<file path="config.mk">
export PLATFORM = sky130hd
export DESIGN_NAME = sdram_ctrl
export DESIGN_NICKNAME = d
export VERILOG_FILES = /design/src/rtl/sdram_ctrl.sv
export SDC_FILE = /design/constraint.sdc
export NUM_CORES = 1
export LEC_CHECK = 0
export ABC_AREA = 1
export CAP_MARGIN = 10
export CORE_ASPECT_RATIO = 0.6
export CORE_MARGIN = 10
export CORE_UTILIZATION = 55
export DETAILED_ROUTE_END_ITERATION = 12
export PLACE_DENSITY = 0.75
export REMOVE_ABC_BUFFERS = 1
export SLEW_MARGIN = 15
export SYNTH_ARGS = -nofsm -noshare
export SYNTH_HDL_FRONTEND = slang
export SYNTH_SLANG_ARGS = --single-unit
</file>
<file path="constraint.sdc">
create_clock -name clk -period 2.5 [get_ports clk]
set_clock_uncertainty 0.05 [all_clocks]
set_input_delay 0.75 -clock clk [delete_from_list [all_inputs] [get_ports clk]]
set_output_delay 0.75 -clock clk [all_outputs]
set_load 0.005 [all_outputs]
</file>
<file path="src/rtl/sdram_ctrl.sv">
`default_nettype none
// ============================================================================
//  Module      : sdram_ctrl
//  Description : SDRAM command sequencer. Runs the power-up init sequence and
//                then arbitrates refresh / write / read bursts, exposing the
//                init and work state machines and the shared cycle counter.
//  Revision    : 1.0 - initial release
// ============================================================================

package sdram_ctrl_pkg;

  typedef enum logic [4:0] {
    I_NOP  = 5'd0,
    I_PRE  = 5'd1,
    I_TRP  = 5'd2,
    I_AR   = 5'd3,
    I_TRF  = 5'd4,
    I_MRS  = 5'd5,
    I_TRSC = 5'd6,
    I_DONE = 5'd7
  } init_state_t;

  typedef enum logic [3:0] {
    W_IDLE   = 4'd0,
    W_ACTIVE = 4'd1,
    W_TRCD   = 4'd2,
    W_READ   = 4'd3,
    W_CL     = 4'd4,
    W_RD     = 4'd5,
    W_WRITE  = 4'd6,
    W_WD     = 4'd7,
    W_TWR    = 4'd8,
    W_PRE    = 4'd9,
    W_TRP    = 4'd10,
    W_AR     = 4'd11,
    W_TRFC   = 4'd12
  } work_state_t;

endpackage

module sdram_ctrl
  import sdram_ctrl_pkg::*;
#(
  parameter int T_POWER     = 20000,
  parameter int TRP_CLK     = 2,
  parameter int TRFC_CLK    = 7,
  parameter int TRSC_CLK    = 2,
  parameter int TRCD_CLK    = 2,
  parameter int TCL_CLK     = 3,
  parameter int TWR_CLK     = 2,
  parameter int REF_PERIOD  = 780,
  parameter int INIT_AR_CNT = 8
) (
  input  logic       clk,
  input  logic       reset_n,
  input  logic       sdram_wr_req,
  input  logic       sdram_rd_req,
  input  logic [9:0] sdram_wr_burst,
  input  logic [9:0] sdram_rd_burst,
  output logic       sdram_wr_ack,
  output logic       sdram_rd_ack,
  output logic       sdram_init_done,
  output logic [4:0] init_state,
  output logic [3:0] work_state,
  output logic [9:0] cnt_clk,
  output logic       sdram_rd_wr
);

  // Counter widths; the power-up wait may exceed what cnt_clk can hold,
  // so it gets its own counter.
  localparam int PW = (T_POWER > 1) ? $clog2(T_POWER) : 1;
  localparam int RW = (REF_PERIOD > 1) ? $clog2(REF_PERIOD) : 1;
  localparam int AW = $clog2(INIT_AR_CNT + 1);

  localparam logic [PW-1:0] PWR_LAST  = PW'(T_POWER - 1);
  localparam logic [RW-1:0] REF_LAST  = RW'(REF_PERIOD - 1);
  localparam logic [AW-1:0] AR_TOTAL  = AW'(INIT_AR_CNT);
  localparam logic [9:0]    TRP_LAST  = 10'(TRP_CLK - 1);
  localparam logic [9:0]    TRFC_LAST = 10'(TRFC_CLK - 1);
  localparam logic [9:0]    TRSC_LAST = 10'(TRSC_CLK - 1);
  localparam logic [9:0]    TRCD_LAST = 10'(TRCD_CLK - 1);
  localparam logic [9:0]    TWR_LAST  = 10'(TWR_CLK - 1);
  // W_CL lasts TCL_CLK-1 cycles; unused when TCL_CLK is 1.
  localparam logic [9:0]    CL_LAST   = 10'(TCL_CLK - 2);
  localparam logic [9:0]    CNT_MAX   = 10'd1023;

  init_state_t   init_q, init_d;
  work_state_t   work_q, work_d;
  logic [9:0]    cnt_q;
  logic [PW-1:0] pwr_cnt;
  logic [RW-1:0] ref_cnt;
  logic          ref_pend;
  logic [AW-1:0] ar_cnt;
  logic [9:0]    burst_len;
  logic          rd_wr_q;
  logic          grant_wr;
  logic          grant_rd;
  logic [9:0]    burst_m1;
  logic [9:0]    burst_m2;

  assign burst_m1 = burst_len - 10'd1;
  assign burst_m2 = burst_len - 10'd2;

  // Zero-length bursts behave as one word, long ones cap at 512 words.
  function automatic logic [9:0] clamp_burst(input logic [9:0] b);
    if (b == 10'd0)        return 10'd1;
    else if (b > 10'd512)  return 10'd512;
    else                   return b;
  endfunction

  // Init sequence next-state decode.
  always_comb begin
    init_d = init_q;
    case (init_q)
      I_NOP:   if (pwr_cnt == PWR_LAST) init_d = I_PRE;
      I_PRE:   init_d = I_TRP;
      I_TRP:   if (cnt_q == TRP_LAST) init_d = I_AR;
      I_AR:    init_d = I_TRF;
      I_TRF:   if (cnt_q == TRFC_LAST) init_d = (ar_cnt == AR_TOTAL) ? I_MRS : I_AR;
      I_MRS:   init_d = I_TRSC;
      I_TRSC:  if (cnt_q == TRSC_LAST) init_d = I_DONE;
      I_DONE:  init_d = I_DONE;
      default: init_d = I_NOP;
    endcase
  end

  // Work state next-state decode with refresh > write > read arbitration.
  always_comb begin
    work_d   = work_q;
    grant_wr = 1'b0;
    grant_rd = 1'b0;
    case (work_q)
      W_IDLE: begin
        if (init_q == I_DONE) begin
          if (ref_pend) begin
            work_d = W_AR;
          end else if (sdram_wr_req) begin
            work_d   = W_ACTIVE;
            grant_wr = 1'b1;
          end else if (sdram_rd_req) begin
            work_d   = W_ACTIVE;
            grant_rd = 1'b1;
          end
        end
      end
      W_ACTIVE: work_d = W_TRCD;
      W_TRCD:   if (cnt_q == TRCD_LAST) work_d = rd_wr_q ? W_READ : W_WRITE;
      W_WRITE:  work_d = (burst_len == 10'd1) ? W_TWR : W_WD;
      W_WD:     if (cnt_q == burst_m2) work_d = W_TWR;
      W_TWR:    if (cnt_q == TWR_LAST) work_d = W_PRE;
      W_READ:   work_d = (TCL_CLK > 1) ? W_CL : W_RD;
      W_CL:     if (cnt_q == CL_LAST) work_d = W_RD;
      W_RD:     if (cnt_q == burst_m1) work_d = W_PRE;
      W_PRE:    work_d = W_TRP;
      W_TRP:    if (cnt_q == TRP_LAST) work_d = W_IDLE;
      W_AR:     work_d = W_TRFC;
      W_TRFC:   if (cnt_q == TRFC_LAST) work_d = W_IDLE;
      default:  work_d = W_IDLE;
    endcase
  end

  // State registers and the shared per-state cycle counter.
  always_ff @(posedge clk) begin
    if (!reset_n) begin
      init_q <= I_NOP;
      work_q <= W_IDLE;
      cnt_q  <= 10'd0;
    end else begin
      init_q <= init_d;
      work_q <= work_d;
      if ((init_d != init_q) || (work_d != work_q)) cnt_q <= 10'd0;
      else if (cnt_q != CNT_MAX)                    cnt_q <= cnt_q + 10'd1;
    end
  end

  // Power-up wait and init auto-refresh tally.
  always_ff @(posedge clk) begin
    if (!reset_n) begin
      pwr_cnt <= '0;
      ar_cnt  <= '0;
    end else begin
      if (init_q == I_NOP && pwr_cnt != PWR_LAST) pwr_cnt <= pwr_cnt + PW'(1);
      if (init_q == I_AR)                         ar_cnt  <= ar_cnt + AW'(1);
    end
  end

  // Periodic refresh request; a wrap while already pending is absorbed.
  always_ff @(posedge clk) begin
    if (!reset_n) begin
      ref_cnt  <= '0;
      ref_pend <= 1'b0;
    end else if (init_q == I_DONE) begin
      if (ref_cnt == REF_LAST) ref_cnt <= '0;
      else                     ref_cnt <= ref_cnt + RW'(1);
      if (work_q == W_IDLE && work_d == W_AR) ref_pend <= 1'b0;
      else if (ref_cnt == REF_LAST)           ref_pend <= 1'b1;
    end
  end

  // Direction and burst length captured at grant, held for the transaction.
  always_ff @(posedge clk) begin
    if (!reset_n) begin
      rd_wr_q   <= 1'b1;
      burst_len <= 10'd1;
    end else if (grant_wr || grant_rd) begin
      rd_wr_q   <= grant_rd;
      burst_len <= clamp_burst(grant_rd ? sdram_rd_burst : sdram_wr_burst);
    end
  end

  assign sdram_wr_ack    = (work_q == W_WRITE) || (work_q == W_WD);
  assign sdram_rd_ack    = (work_q == W_RD);
  assign sdram_init_done = (init_q == I_DONE);
  assign init_state      = init_q;
  assign work_state      = work_q;
  assign cnt_clk         = cnt_q;
  assign sdram_rd_wr     = rd_wr_q;

endmodule

`default_nettype wire
</file>
**After elaboration in Yosys (flattened, before gate mapping)**

Index checks and enable logic that the tools add are counted.

- $add $sub $neg: 6
- Multipliers: 0
- Multiplexer cells: 35
- Bitwise logic cells: 1
- Div/mod/pow operators: 0
- Reduce and logical (&&, ||, !) cells: 11
- $lt $le $gt $ge: 1
- Equality and inequality tests: 32
- Shift-type cells: 0

Operator list:

| operator | count |
|---|---|
| $pmux W4 S13 | 1 |
| $mux W4 | 12 |
| $mux W10 | 4 |
| $pmux W5 S8 | 1 |
| $eq A4 B4 Y1 const B | 7 |
| $add A10 B1 Y10 const B | 2 |
| $eq A10 B1 Y1 const B | 2 |
| $eq A10 B10 Y1 | 2 |
| $eq A5 B3 Y1 const B | 4 |
| $mux W5 | 4 |
| $eq A4 B3 Y1 const B | 4 |
| $add A15 B1 Y15 const B | 1 |
| $eq A15 B15 Y1 const B | 1 |
| $ne A15 B15 Y1 const B | 1 |
| $mux W1 | 11 |
| $eq A10 B10 Y1 const B | 1 |
| $eq A10 B3 Y1 const B | 1 |
| $eq A5 B2 Y1 const B | 2 |
| $gt A10 B10 Y1 const B | 1 |
| $logic_not A10 Y1 | 1 |
| $ne A10 B10 Y1 const B | 1 |
| $sub A10 B1 Y10 const B | 1 |
| $sub A10 B2 Y10 const B | 1 |
| $eq A4 B2 Y1 const B | 2 |
| 14 further kinds | 18 |

- Flip-flop bits (word level): 60
- Memories kept: 0
- RAM bits: 0
- Word-level logic and storage cells: 95
- Latch bits: 0
- ROM bits: 0

**Longest topological paths before layout**

- Word-level depth: 9
- Mapped depth: 17
- Gate-level depth less buffers: 17

**Least setup slack after synthesis**

Ideal clock, no wire load.

- Path kind: reg2reg
- From: register burst_len[1]
- To: register cnt_q[0] (netlist: cnt_clk[0])
- Buffers on the path: 0
- Stages on the path, launching flop included: 15
- Path slack: 0.398 ns
- Arrival: 1.989 ns
- Cell sequence: dfxtp_1 > inv_1 > ha_1 > xnor2_1 > nor2_1 > nand2_2 > nor2_8 > nand3_4 > a21oi_4 > nand2_2 > nand2_1 > nand2_1 > nor2_2 > nand2_4 > nor2_2

- Word-level cells in the longest chain between the ends: 7
- Elaborated cells on any way between the ends: 12
- Classes of those cells: add/sub (2); eq/ne (4); mux (4); reduce/logical (2)

Ends and longest elaborated chain:

| what | RTL line | text |
|---|---|---|
| start: declaration | 94 | `logic [9:0] burst_len;` |
| start signal: assignment | 207 | `burst_len <= clamp_burst(grant_rd ? sdram_rd_burst : sdram_wr_burst);` |
| $sub A10 B1 Y10 / $sub A10 B2 Y10 (equally long branches) | 101, 102 |  |
| $eq A10 B10 Y1 (on tied branches) | 153, 149 |  |
| $mux W4 (on tied branches) | 153, 149 |  |
| $pmux W4 S13 (*) | 132 | `case (work_q)` |
| $ne A4 B4 Y1 (*) | 171 | `if ((init_d != init_q) \|\| (work_d != work_q)) cnt_q <= 10'd0;` |
| $logic_or A1 B1 Y1 (*) | 171 |  |
| $reduce_or A2 Y1 (no source line) (*) | - |  |
| end signal: assignment | 172 | `else if (cnt_q != CNT_MAX) cnt_q <= cnt_q + 10'd1;` |
| end: declaration | 89 | `logic [9:0] cnt_q;` |

Every way passes the cells marked *; elsewhere a longest branch is shown, timed or not.
A chain may end at the register's enable or synchronous reset.

**Final worst setup path**

- From: register work_q[0] (netlist: work_state[0])
- To: output port sdram_rd_ack

- Word-level cells in the longest chain between the ends: 1

Ends and longest elaborated chain:

| what | RTL line | text |
|---|---|---|
| start: declaration | 88 | `work_state_t work_q, work_d;` |
| start signal: assignment | 170 | `work_q <= work_d;` |
| $eq A4 B3 Y1 | 212 | `assign sdram_rd_ack = (work_q == W_RD);` |
| end: declaration | 61 | `output logic sdram_rd_ack,` |

No other way between the ends.

==> reports/results.ini <==
[outcome]
status=complete, no violations

[global_route]
grt_max_degree=17
grt_pass1_wl_um=20400
grtUsageTotal=0.217
grt_pass1_vias=4160
antenna_found_initial=0
grt_overflow_total=0

[critical_path]
crit_arrival_ns=1.61
crit_type=flop to output pin
critPathCaptureType=output pin
startpoint_type=flop
crit_path_max_fanout=8
r2r_end=cnt_clk[1]$_SDFFE_PP0P_
r2r-start=burst_len[1]$_SDFFE_PN0P_
cp.required_ns=1.70
reg2regPathDepth=17
rrSetupSlack_ns=0.09

[finish]
nets=766
finalNonFillerCells=841
fin_util=0.749
final_cell_mix=165 x nand2_1, 88 x inv_1, 59 x nor2_1
antenna_cells=0
syn_to_final_growth_pct=32.5
mostFrequentLayoutCell=nand2_1
drive_above_1_share=0.193

[timing]
maxSlewViolCount=0
max_freq_mhz=414
maxSlewHeadroom=0.606
finalSetupViolations=0
min_period_ns=2.41
hold_viol=0
rsz0062_at_grt=true
finalCritPeriodShare=0.965
fin_ws_ns=0.0865
whs_ns=0.438
worstMarginPinSlew_ns=0.590

[route]
ant_nets=0
dr_total_vias=4579
avgViaCountPerCell=5.44
wl_per_cell_um=15.3
dr.pass1.iters=5
drtIter0Drc=551
drt-total-wl_um=12800
drc=0

[cts]
clk_pin_slew_ns=0.05
numClockSinks=60
cts_tree=done
htreeDepth=3
cts_buffers=9
clk_path_buf_depth=2
cts_root_buffer=clkbuf_16
clk_latency_ns=0.33

[place]
dp_hpwl_um=9550
io_buffers=46
pre_cts_ws_ns=-0.214
dp_cells=819
gp_congestion=0.904

[synth]
synth_flop_cell=dfxtp_1
synth_top_area_frac=0.294
yosys_warnings=0
seq_area_frac_synth=0.294
avgSynthCellArea_um2=6.31
synth_cell_types=48
yosys.area.top_type=dfxtp_1
async_reset_ff_frac=0
syn_inst=648
syn-cell-area_mm2=0.00409
ys_ff_latch=60
synth_edf_count=0
synthTopCellsByArea=dfxtp_1 29%, nand2_1 16%, inv_1 8.3%

[power]
irDropWorstVdd_mv=0.493
comb_power_share=0.115
p_leak_nw=2.38
power.density_mw_per_mm2=488
clkPwrFrac=0.513
p_int_mw=1.99
p_switching_mw=0.650
seq_power_share=0.372
switching_share=0.246

[hold_path]
hold_depth=2
hold_class=flop to flop
whs_endpoint=ref_cnt[0]$_SDFFE_PN0P_
holdCritStartpoint=ref_cnt[0]$_SDFFE_PN0P_

[die]
ios=47
rows=24
dieHeight_um=86.8
die-area_mm2=0.0114
die_w_um=131
start_util=0.565
coreArea_mm2=0.00724

[run]
max-cap-violations=0

## critical path, stage by stage (launching register included)
cell and delay, ns:
dfxtp_4 0.37, inv_2 0.09, nor2_1 0.13, nand2_1 0.10, inv_2 0.08, clkdlybuf4s50_1 0.50
## worst max path at each step
stage,slack (ns),from,to
2_1_floorplan,0.39,burst_len[1]$_SDFFE_PN0P_,cnt_clk[0]$_SDFFE_PP0P_
3_3_place_gp,-0.12,sdram_rd_req,burst_len[2]$_SDFFE_PN0P_
3_5_place_dp,-0.21,sdram_rd_req,burst_len[2]$_SDFFE_PN0P_
4_1_cts,0.01,work_state[0]$_SDFF_PN0_,sdram_rd_ack
5_1_grt,-0.002,burst_len[1]$_SDFFE_PN0P_,cnt_clk[3]$_SDFFE_PP0P_
6_report,0.09,work_state[0]$_SDFF_PN0_,sdram_rd_ack
## Yosys cell counts (2+ instances only)
master     count
nand2_1      171
o21ai_0       33
nor3_1        22
nor4_1         2
a211oi_1       2
nand3_4        2
nand3_1       38
ha_1          10
nor3_2         5
inv_1         90
o21a_1         2
nor2_2        17
xnor2_1        4
dfxtp_1       60
nand2_2       12
o21ai_1        2
nand4_1       14
nor2_8         2
xor2_1         8
o31ai_1        2
nor2_1        63
a21oi_1       39
o2111ai_1      2
nand2_4        2
nor2_4         3
buf_2          3
nor3b_1        2
clkbuf_1       3
inv_2         12
and2_1         3
## final cells by class
type / count / area, um^2
fill: 563 / 1820
sequential: 60 / 1210
clock inverter: 4 / 72.6
timing repair buffer: 79 / 733
clock buffer: 12 / 246
tap: 104 / 130
multi-input combinational: 478 / 2630
inverter: 104 / 399
## per-stage QoR
| step | cell area, um^2 | total power [mW] | TNS [ns] |
|---|---|---|---|
| after floorplan | 4050 | 1.15 | 0 |
| after global placement | 4870 | 1.27 | -1.09 |
| after detailed placement | 4870 | 1.28 | -2.50 |
| after CTS | 5200 | 2.62 | 0 |
| after global routing | 5420 | 2.72 | -0.00220 |
| final | 5420 | 2.64 | 0 |
## registers in the layout, indices dropped and copies added (netlist names)
register and flops:
pwr_cnt 15, burst_len 10, sdram_rd_wr 1, ar_cnt 4
work_state 4, init_state 5, ref_cnt 10, ref_pend 1
cnt_clk 10
## cells by family after synthesis
kind of cell | synth area share
compound gates | 0.120
xor+xnor | 0.0257
fa+ha+maj | 0.0306
buf+inv | 0.108
other cells | 0.000917
flops | 0.294
simple gates | 0.422
## what timing repair did
item / in CTS / in global routing
endpoints found under the setup margin: 2 / 20
cloned: 0 / 2
resized for setup: 2 / 50
pin swaps: 1 / 23
buffers inserted: 1 / 3
hold buffers: 0 / 0
## metal layers
layer / GRT usage / part of all wire / vias up
li1: - / - / 2247
met1: 0.306 / 0.48 / 2092
met2: 0.313 / 0.41 / 216
met3: 0.0543 / 0.098 / 24
met4: 0.0734 / 0.017 / 0
met5: 0 / 0 / -
## power groups by stage
stage	clock network, mW	logic (mW)	registers (mW)
6_report	1.36	0.304	0.984
4_1_cts	1.36	0.277	0.985
2_1_floorplan	0	0.149	1.00
3_5_place_dp	0	0.271	1.01
3_3_place_gp	0	0.269	1.00
5_1_grt	1.41	0.327	0.985
No activity file was read; power rests on OpenSTA's default activity.
